$ cat config.mk
export PLATFORM = sky130hd
export DESIGN_NAME = bcd_display_scanner
export DESIGN_NICKNAME = d
export VERILOG_FILES = /design/src/rtl/bcd_display_scanner.sv
export SDC_FILE = /design/constraint.sdc
export NUM_CORES = 1
export LEC_CHECK = 0
export BUFFER_PORTS_ARGS = -buffer_cell sky130_fd_sc_hd__buf_2
export CAP_MARGIN = 20
export CORE_MARGIN = 8
export CORE_UTILIZATION = 55
export CTS_BUF_LIST = sky130_fd_sc_hd__clkbuf_16
export DETAILED_ROUTE_END_ITERATION = 8
export PLACE_DENSITY = 0.89
export SKIP_CTS_REPAIR_TIMING = 1
export SLEW_MARGIN = 30
export SYNTH_ARGS = -nofsm -noshare
export SYNTH_HDL_FRONTEND = slang
export SYNTH_SLANG_ARGS = --single-unit
export TNS_END_PERCENT = 20
$ cat constraint.sdc
create_clock -name clk -period 2.4 [get_ports clk]
set_input_delay 0.24 -clock clk [delete_from_list [all_inputs] [get_ports clk]]
set_output_delay 0.24 -clock clk [all_outputs]
set_load 0.02 [all_outputs]
$ cat src/rtl/bcd_display_scanner.sv
`default_nettype none
// ============================================================================
// Module  : bcd_display_scanner
// Brief   : Multiplexed BCD scanner feeding a bcd_7448 with RBI leading-zero
//           suppression, blanking gaps and frame-aligned double buffering.
// Revision: 1.0
// ============================================================================
module bcd_display_scanner #(
  parameter int NUM_DIGITS = 4,
  parameter int SCAN_DIV   = 1000,
  parameter int BLANK_CYC  = 16
) (
  input  logic                    clk,
  input  logic                    rst_n,
  input  logic                    load,
  input  logic [4*NUM_DIGITS-1:0] digits_in,
  input  logic                    lz_en,
  input  logic                    lamp_test,
  output logic [3:0]              bcd,
  output logic                    LT,
  output logic                    BI,
  output logic                    RBI,
  output logic [NUM_DIGITS-1:0]   dig_en,
  output logic                    frame_start,
  output logic                    pending
);

  localparam int                    c_TICK_W   = $clog2(SCAN_DIV);
  localparam int                    c_IDX_W    = $clog2(NUM_DIGITS);
  localparam logic [c_TICK_W-1:0]   c_TICK_MAX = c_TICK_W'(SCAN_DIV - 1);
  localparam logic [c_TICK_W-1:0]   c_BLANK    = c_TICK_W'(BLANK_CYC);
  localparam logic [c_IDX_W-1:0]    c_IDX_MAX  = c_IDX_W'(NUM_DIGITS - 1);
  localparam logic [NUM_DIGITS-1:0] c_ONE      = NUM_DIGITS'(1);

  logic [c_TICK_W-1:0]     r_tick;
  logic [c_IDX_W-1:0]      r_idx;
  logic [4*NUM_DIGITS-1:0] r_shadow;
  logic [4*NUM_DIGITS-1:0] r_active;

  logic                    w_tick_wrap;
  logic                    w_boundary;
  logic                    w_show;
  logic [NUM_DIGITS:0]     w_upper_zero;
  logic [NUM_DIGITS-1:0]   w_digit_lz;

  assign w_tick_wrap = (r_tick == c_TICK_MAX);
  assign w_boundary  = w_tick_wrap && (r_idx == '0);
  assign w_show      = (r_tick >= c_BLANK);

  // w_upper_zero[k]: digits k..NUM_DIGITS-1 are all zero
  assign w_upper_zero[NUM_DIGITS] = 1'b1;
  for (genvar g = 0; g < NUM_DIGITS; g++) begin : g_lz
    assign w_upper_zero[g] = w_upper_zero[g+1] & (r_active[4*g +: 4] == 4'd0);
    if (g == 0) begin : g_units
      assign w_digit_lz[g] = 1'b0;
    end else begin : g_upper
      assign w_digit_lz[g] = w_upper_zero[g];
    end
  end

  always_ff @(posedge clk or negedge rst_n) begin
    if (!rst_n) begin
      r_tick <= '0;
      r_idx  <= c_IDX_MAX;
    end else begin
      r_tick <= w_tick_wrap ? '0 : r_tick + c_TICK_W'(1);
      if (w_tick_wrap)
        r_idx <= (r_idx == '0) ? c_IDX_MAX : r_idx - c_IDX_W'(1);
    end
  end

  // The boundary transfer reads the pre-edge shadow, so a coincident load
  // stays pending for the following frame.
  always_ff @(posedge clk or negedge rst_n) begin
    if (!rst_n) begin
      r_shadow <= '0;
      r_active <= '0;
      pending  <= 1'b0;
    end else begin
      if (w_boundary && pending)
        r_active <= r_shadow;
      if (load) begin
        r_shadow <= digits_in;
        pending  <= 1'b1;
      end else if (w_boundary) begin
        pending  <= 1'b0;
      end
    end
  end

  always_ff @(posedge clk or negedge rst_n) begin
    if (!rst_n) begin
      bcd         <= 4'd0;
      LT          <= 1'b1;
      BI          <= 1'b0;
      RBI         <= 1'b1;
      dig_en      <= '0;
      frame_start <= 1'b0;
    end else begin
      bcd         <= r_active[{r_idx, 2'b00} +: 4];
      LT          <= ~lamp_test;
      BI          <= w_show;
      RBI         <= ~(lz_en & w_digit_lz[r_idx]);
      dig_en      <= w_show ? (c_ONE << r_idx) : '0;
      frame_start <= (r_idx == c_IDX_MAX) && (r_tick == '0);
    end
  end

endmodule
`default_nettype wire

==> impl_summary.md, run 1 <==
CTS
The root buffer selected by CTS is sky130_fd_sc_hd__clkbuf_16. Counting along the longest clock path gives a buffer depth of 2. After clock tree synthesis, the clock-pin slew on the worst setup and hold paths is 50 ps. The total clock buffers created by CTS is 9. The clock net in this run drives a total of 57 sinks. TritonCTS built the clock tree. The insertion delay to the later sink of the worst-skew pair is just over 300 ps.

The maximum level of the CTS H-tree is 3.

STA
After layout, the worst path uses 81.3% of the clock period. Across the routed clock network, the largest skew measured is 1.90 ps. The achievable frequency is 512 MHz. In this run the tightest slew margin relative to its limit is 74.1%. The count of endpoints failing hold in the final timing report is 0. The worst path setup slack after routing is 449 ps. The routed design could run at a clock period as short as 1950 ps. Setup repair after global routing left no endpoint under its margin.

Setup total negative slack on the finished layout was measured at 0 ps. The final count of pins violating max slew is 0. Setup violations remaining at the end of the flow were counted as 0. The actual transition at the worst max-transition pin is 388 ps.

Worst setup path
The worst-case reg-to-reg path depth is 5. At the worst endpoint, the required time is 2600 ps. STA classifies the critical path startpoint as a register. By startpoint and endpoint, the worst setup path is classified as reg -> reg. STA classifies the critical path endpoint as a register. Data on the critical path arrives at its endpoint at approximately 2200 ps. In this run the worst path has a maximum fanout of 16. The worst reg-to-reg setup slack is 450 ps. The worst setup path startpoint is r_tick[0]. In this run the critical register-to-register path is launched from r_tick[0].

Route
The number of vias after detailed routing is 1448. The number of design rule violations left after detail routing is 0. Dividing the detail-routed via count by the number of cells gives 5.48.

The post-detailed-route wirelength per cell is 17.1 microns. The routed design has approximately 4.5 mm of wire. The residual antenna-violating net count after detailed routing is 0.

The number of iterations in the first detailed-routing pass is 4. The DRC marker count from the first detailed-route iteration is 99.

Die
The floorplan die area is approximately 6800 sq um. The floorplan has 24 rows. The number of top-level pins is 34. The initial cell density of the core is 56.4%. The vertical die dimension is 82.3 microns.

The floorplan step set the die width to 82.3 microns. After floorplanning, the core was sized to cover between 4000 and 5000 sq um.

Cells and area
Leaving out fill and tap cells, the most frequent cell in the layout is sky130_fd_sc_hd__dfrtp_1. The post-layout instance count excluding filler cells is about 260. In the final layout, the share of cells above drive strength 1 is between 40% and 50%. The library cells used most frequently in the layout, excluding fill and tap cells, are sky130_fd_sc_hd__dfrtp_1, sky130_fd_sc_hd__buf_2, sky130_fd_sc_hd__mux2_2, sky130_fd_sc_hd__inv_1, sky130_fd_sc_hd__mux2_4. The finished cells cover 2910 sq um. At the end of the flow the core is filled with cells to between 60% and 70%. The signed area change from the synthesized netlist to the final layout is 20.0%. The net count of the finished layout is 236. The repair_antennas step left the layout with diodes totalling 0.

Place
The number of instances in the placed design is 249. The routability-driven placement congestion ratio is about 0.84. The worst setup slack after placement is 458 ps. The HPWL after detailed placement is approximately 3.2 mm. In this run the tool buffered the top-level ports with 33 buffer cells.

The instance area after placement is 2650 sq um.

Yosys
Sequential cells were found to cover 59.1% of the synthesized design area. The average cell area after synthesis is 14.5 sq um. The cell area after synthesis is 2420 sq um. The number of synthesis warnings is 0. The total nets after synthesis is 194.

In this run, synthesis produced a sequential element count of 57. The number of instances in the synthesized netlist is 167. The number of library cell types mapped by synthesis is 35.

Global routing
The number of global-route vias before repair came to 1527. The overall routing resource usage is about 15%. The total overflow left after global routing is 0. The first global-routing pass estimated 7.30 mm of wire. The initial antenna violation count is 0. Entering global routing, the biggest net connects 57 pins.

Flow run
Across the run, the number of max-cap violations was 0.

Min path
The number of cells on the worst hold path is 2. The startpoint identified for the worst hold timing path is lamp_test. The path class of the tightest hold or removal check is in -> reg.

Power and ir drop
The worst-case IR drop observed on VDD is 593 uV. Dividing total power by cell area gives a power density of 728 nW/um^2. Summed over all cells, the static leakage comes to ~1.4 nW.

Status
The run finished with clean final reports.
## flip-flops by register name, summed over array words and instances (netlist names), 2 cells and up
register / cells
r_active: 16
r_shadow: 16
r_tick: 10
bcd: 4
dig_en: 4
r_idx: 2
## cell type report
class	count	area, sq um
clock buffers	9	225
clock inverters	5	20.0
fillers	302	1390
inverters	6	22.5
multi-input cells	99	938
flip-flops and latches	57	1430
well taps	52	65.1
repair buffers	36	203
## critical path, cell delays in order (launching register included)
cell and delay [ps]:
sky130_fd_sc_hd__dfrtp_1 420, sky130_fd_sc_hd__ha_1 320, sky130_fd_sc_hd__nand4b_4 160, sky130_fd_sc_hd__nor3_4 270
sky130_fd_sc_hd__nand3_4 280, sky130_fd_sc_hd__mux2_4 380
## cell usage after synthesis
library cell / n / area share (%)
sky130_fd_sc_hd__xor2_1: 4 / 1.4
sky130_fd_sc_hd__o21ai_0: 3 / 0.62
sky130_fd_sc_hd__and2b_1: 1 / 0.31
sky130_fd_sc_hd__mux4_2: 4 / 3.7
sky130_fd_sc_hd__mux2_4: 10 / 6.2
sky130_fd_sc_hd__nand4b_4: 1 / 0.98
sky130_fd_sc_hd__dfstp_2: 4 / 4.3
sky130_fd_sc_hd__or4_1: 2 / 0.62
sky130_fd_sc_hd__o211ai_1: 1 / 0.31
sky130_fd_sc_hd__inv_1: 6 / 0.93
sky130_fd_sc_hd__nor3_1: 1 / 0.21
sky130_fd_sc_hd__mux2_2: 22 / 10
sky130_fd_sc_hd__nor3_4: 1 / 0.67
sky130_fd_sc_hd__clkbuf_1: 2 / 0.31
sky130_fd_sc_hd__o21a_1: 1 / 0.31
sky130_fd_sc_hd__nand4_1: 1 / 0.26
sky130_fd_sc_hd__or2_2: 1 / 0.26
sky130_fd_sc_hd__nand2_1: 4 / 0.62
sky130_fd_sc_hd__and2_1: 4 / 1.0
sky130_fd_sc_hd__buf_6: 1 / 0.47
sky130_fd_sc_hd__a21oi_1: 4 / 0.83
sky130_fd_sc_hd__buf_2: 2 / 0.41
sky130_fd_sc_hd__ha_1: 6 / 3.1
sky130_fd_sc_hd__and3_1: 1 / 0.26
sky130_fd_sc_hd__nand3_1: 5 / 1.0
sky130_fd_sc_hd__nor4_1: 4 / 1.0
sky130_fd_sc_hd__nand3_4: 1 / 0.72
sky130_fd_sc_hd__nor2_1: 9 / 1.4
sky130_fd_sc_hd__and4_1: 1 / 0.36
sky130_fd_sc_hd__xnor2_1: 1 / 0.36
sky130_fd_sc_hd__or3_1: 1 / 0.26
sky130_fd_sc_hd__or3b_2: 1 / 0.36
sky130_fd_sc_hd__a21o_1: 3 / 0.93
sky130_fd_sc_hd__nand3b_1: 1 / 0.31
sky130_fd_sc_hd__dfrtp_1: 53 / 55
## final timing paths
kind	endpoint
max	r_active[7]
min	LT
max reg2reg	r_active[7]
min reg2reg	r_active[14]
max in group asynchronous	r_idx[0]
min in group asynchronous	LT
## routing by layer
layer	global-route usage [%]	part of all wire, %	vias to the layer above
li1	-	-	672
met2	24.8	51	41
met1	16.5	41	726
met3	5.41	5.3	9
met4	8.07	1.9	0
met5	0	0	-
## per-stage QoR
stage	total power, mW	hold WS (ps)
6_report	2.12	29.1
5_1_grt	2.19	35.1
4_1_cts	2.14	-122
3_5_place_dp	1.10	216
3_3_place_gp	1.09	212
2_1_floorplan	1.05	-55.6
## power by group
group	total, mW	internal [mW]	switching [mW]
logic	0.0770	0.0410	0.0360
clock network	1.03	0.663	0.368
registers	1.01	0.993	0.0147
## kinds of logic (layout without fill, tap and decap cells)
group | count (synthesis) | after routing | share of synthesized area, %
buf+inv | 11 | 56 | 2.12
flops | 57 | 57 | 59.1
fa+ha+maj | 6 | 6 | 3.10
xor+xnor | 5 | 5 | 1.81
compound gates | 12 | 12 | 3.00
simple gates | 40 | 40 | 10.7
mux | 36 | 36 | 20.2
(Power assumes the default switching activity.)
==> run 2: changes to the inputs <==
clock period = 1.8 ns   (was 2.4 ns; I/O delays follow)
==> run 2 against run 1 <==
Effect of this change:
- hold slack improved by 14 ps
- critical path depth rose by 1
- core utilization rose by 3.4 points
- register-to-register slack got worse by 330 ps
- global-route usage rose by 0.25 points
- sequential share of layout area fell by 2.4 points
- combinational power rose by 34%
- die area did not move
- routed wire length rose by 5.5%
- sequential power rose by 33%
- critical path type unchanged
- largest power group unchanged
==> impl_summary.md, run 2 (synthesized netlist as in run 1, its figures left out) <==
Place
The instance area after placement is 2710 sq um (+2.2%). The routability-driven placement congestion ratio is 0.865 (+3.1%). The estimated wirelength of the detail-placed design is 3.28 mm (+0.90%).

The count of input and output buffers is 33 (unchanged). The worst setup slack after placement is 54.5 ps (-404 ps). The number of instances in the placed design is 255 (+2.4%).

STA
The achievable frequency is 594 MHz (+16%). The final critical-path required period is 1680 ps (-269 ps). The final hold slack is 43.6 ps (+14.4 ps).

The share of the clock period used by the worst path after layout is 93.5% (+12 points). The clock skew is 7.71 ps (+5.81 ps). The worst path setup slack after routing is 117 ps (-331 ps). The final setup violation count is 0 (unchanged). The final count of pins violating max slew is 0 (unchanged). The actual transition at the worst max-transition pin is 432 ps (+43.9 ps). Setup repair after global routing left no endpoint under its margin.

The sum of negative setup slack was 0 ps (unchanged). The count of endpoints failing hold in the final timing report is 0 (unchanged). The worst slew margin relative to its limit was 71.2% (-2.9 points).

Power and ir drop
The leakage power is 1.49 nW (+5.0%). The worst-case vdd ir drop is 838 uV (+41%). The power density of the placed cells is 1040 nW/um^2 (+42%). The power consumption came to 3.16 mW (+49%).

Cells and area
The post-layout instance count excluding filler cells was 274 (+3.8%). The most common cell after layout, fill and taps aside is sky130_fd_sc_hd__dfrtp_1. The net count of the finished layout is 244 (+3.4%). Relative to the synthesized area, the layout overhead comes to 26.1%.

The share of the core filled with cells is 71.1% (+3.4 points). In the layout the commonest cells are sky130_fd_sc_hd__dfrtp_1, sky130_fd_sc_hd__buf_2, sky130_fd_sc_hd__mux2_2, sky130_fd_sc_hd__mux2_4. The number of inserted diodes is 0 (unchanged). The area of all placed cells without fillers was 3050 sq um (+5.1%). The largest registers in the layout are r_active x16, r_shadow x16, r_tick x10. The fraction of layout cells with a size suffix above 1 is 45.0% (+2.6 points).

CTS
The insertion delay to the later sink of the worst-skew pair is 320 ps (about the same). The clock tree from TritonCTS is yes. The number of buffers on the longest clock path came to 2 (unchanged). The total clock buffers created by CTS is 9 (unchanged).

The clock-pin slew on the worst setup and hold paths was 50 ps (about the same). The maximum level of the CTS H-tree is 3 (unchanged). The TritonCTS sink count is 57 (unchanged). The root buffer selected by CTS is sky130_fd_sc_hd__clkbuf_16.

Global routing
The overall routing resource usage is 15.2% (+0.25 points). The leftover overflow at the end of global routing was 0 (unchanged). The first-pass GRT wire length was 7.58 mm (+3.9%). The initial antenna violation count came to 0 (unchanged). The number of global-route vias before repair is 1563 (+2.4%).

The largest net degree at the start of global routing came to 41 (-28%).

Worst setup path
The arrival time at the worst endpoint was 1880 ps (-270 ps). The required time of the critical path was 2000 ps (-600 ps). The worst setup path is of the reg -> reg kind. The startpoint type of the worst setup path is a register.

The worst setup path is captured at a register. The largest fanout on the critical path is 16 (unchanged).

Die
The row count came to 24 (unchanged). The number of top-level pins is 34 (unchanged). The chip width is 82.3 microns (unchanged).

The initial cell density of the core was 56.4% (unchanged). The core region area is 4290 sq um (unchanged). The vertical die dimension is 82.3 microns (unchanged). The floorplan die area came to 6780 sq um (unchanged).

Route
The average via count per standard cell is 5.38 (-1.9%). The post-detailed-route wirelength per cell is 17.4 microns (+1.6%). The number of design rule violations left after detail routing is 0 (unchanged).

The number of vias after detailed routing is 1475 (+1.9%). The detailed-route wire length is 4.77 mm (+5.5%). The number of iterations in the first detailed-routing pass was 4 (unchanged). The DRC marker count from the first detailed-route iteration is 83 (-16%).

The residual antenna-violating net count after detailed routing is 0 (unchanged).

Flow run
The total of max-cap violations is 0 (unchanged).

Min path
The tightest min-delay check is of the in -> reg type.

Status
The run finished with clean final reports.
==> run 2: power by group <==
part           leakage, nW  internal (mW)  switching [mW]
clock network        0.161           1.18           0.532
logic                0.615         0.0557          0.0474
registers            0.716           1.32          0.0196
==> run 2: worst paths after layout <==
check | from | depth (start not counted) | end | slack, ps
max reg2reg | r_tick[1] | 6 | r_active[13] | 120
max | r_tick[1] | 6 | r_active[13] | 120
max in group asynchronous | rst_n | 3 | r_idx[0] | 860
min reg2reg | r_shadow[8] | 1 | r_active[8] | 500
min in group asynchronous | rst_n | 2 | frame_start | 330
min | lz_en | 2 | RBI | 40
==> run 2: final cells by class <==
class                      count  area (sq um)
clock inverter                 7          80.1
timing repair buffer          44           278
inverter                       6          22.5
multi-input combinational     99           951
tap                           52          65.1
sequential                    57          1430
fill                         276          1240
clock buffer                   9           225
==> run 2: layer usage <==
| metal | wire, microns | vias up | global-route usage [%] |
|---|---|---|---|
| met4 | 86 | 0 | 8.25 |
| met5 | 0 | - | 0 |
| li1 | - | 695 | - |
| met2 | 2500 | 36 | 26.0 |
| met1 | 1950 | 733 | 16.7 |
| met3 | 234 | 11 | 4.55 |
==> run 2: worst max-delay path, stage by stage (launching register included) <==
cell	delay, ps
sky130_fd_sc_hd__dfrtp_1	430
sky130_fd_sc_hd__ha_4	200
sky130_fd_sc_hd__nand4b_4	120
sky130_fd_sc_hd__nor3_4	210
sky130_fd_sc_hd__nand3_4	110
sky130_fd_sc_hd__buf_12	180
sky130_fd_sc_hd__mux2_4	310
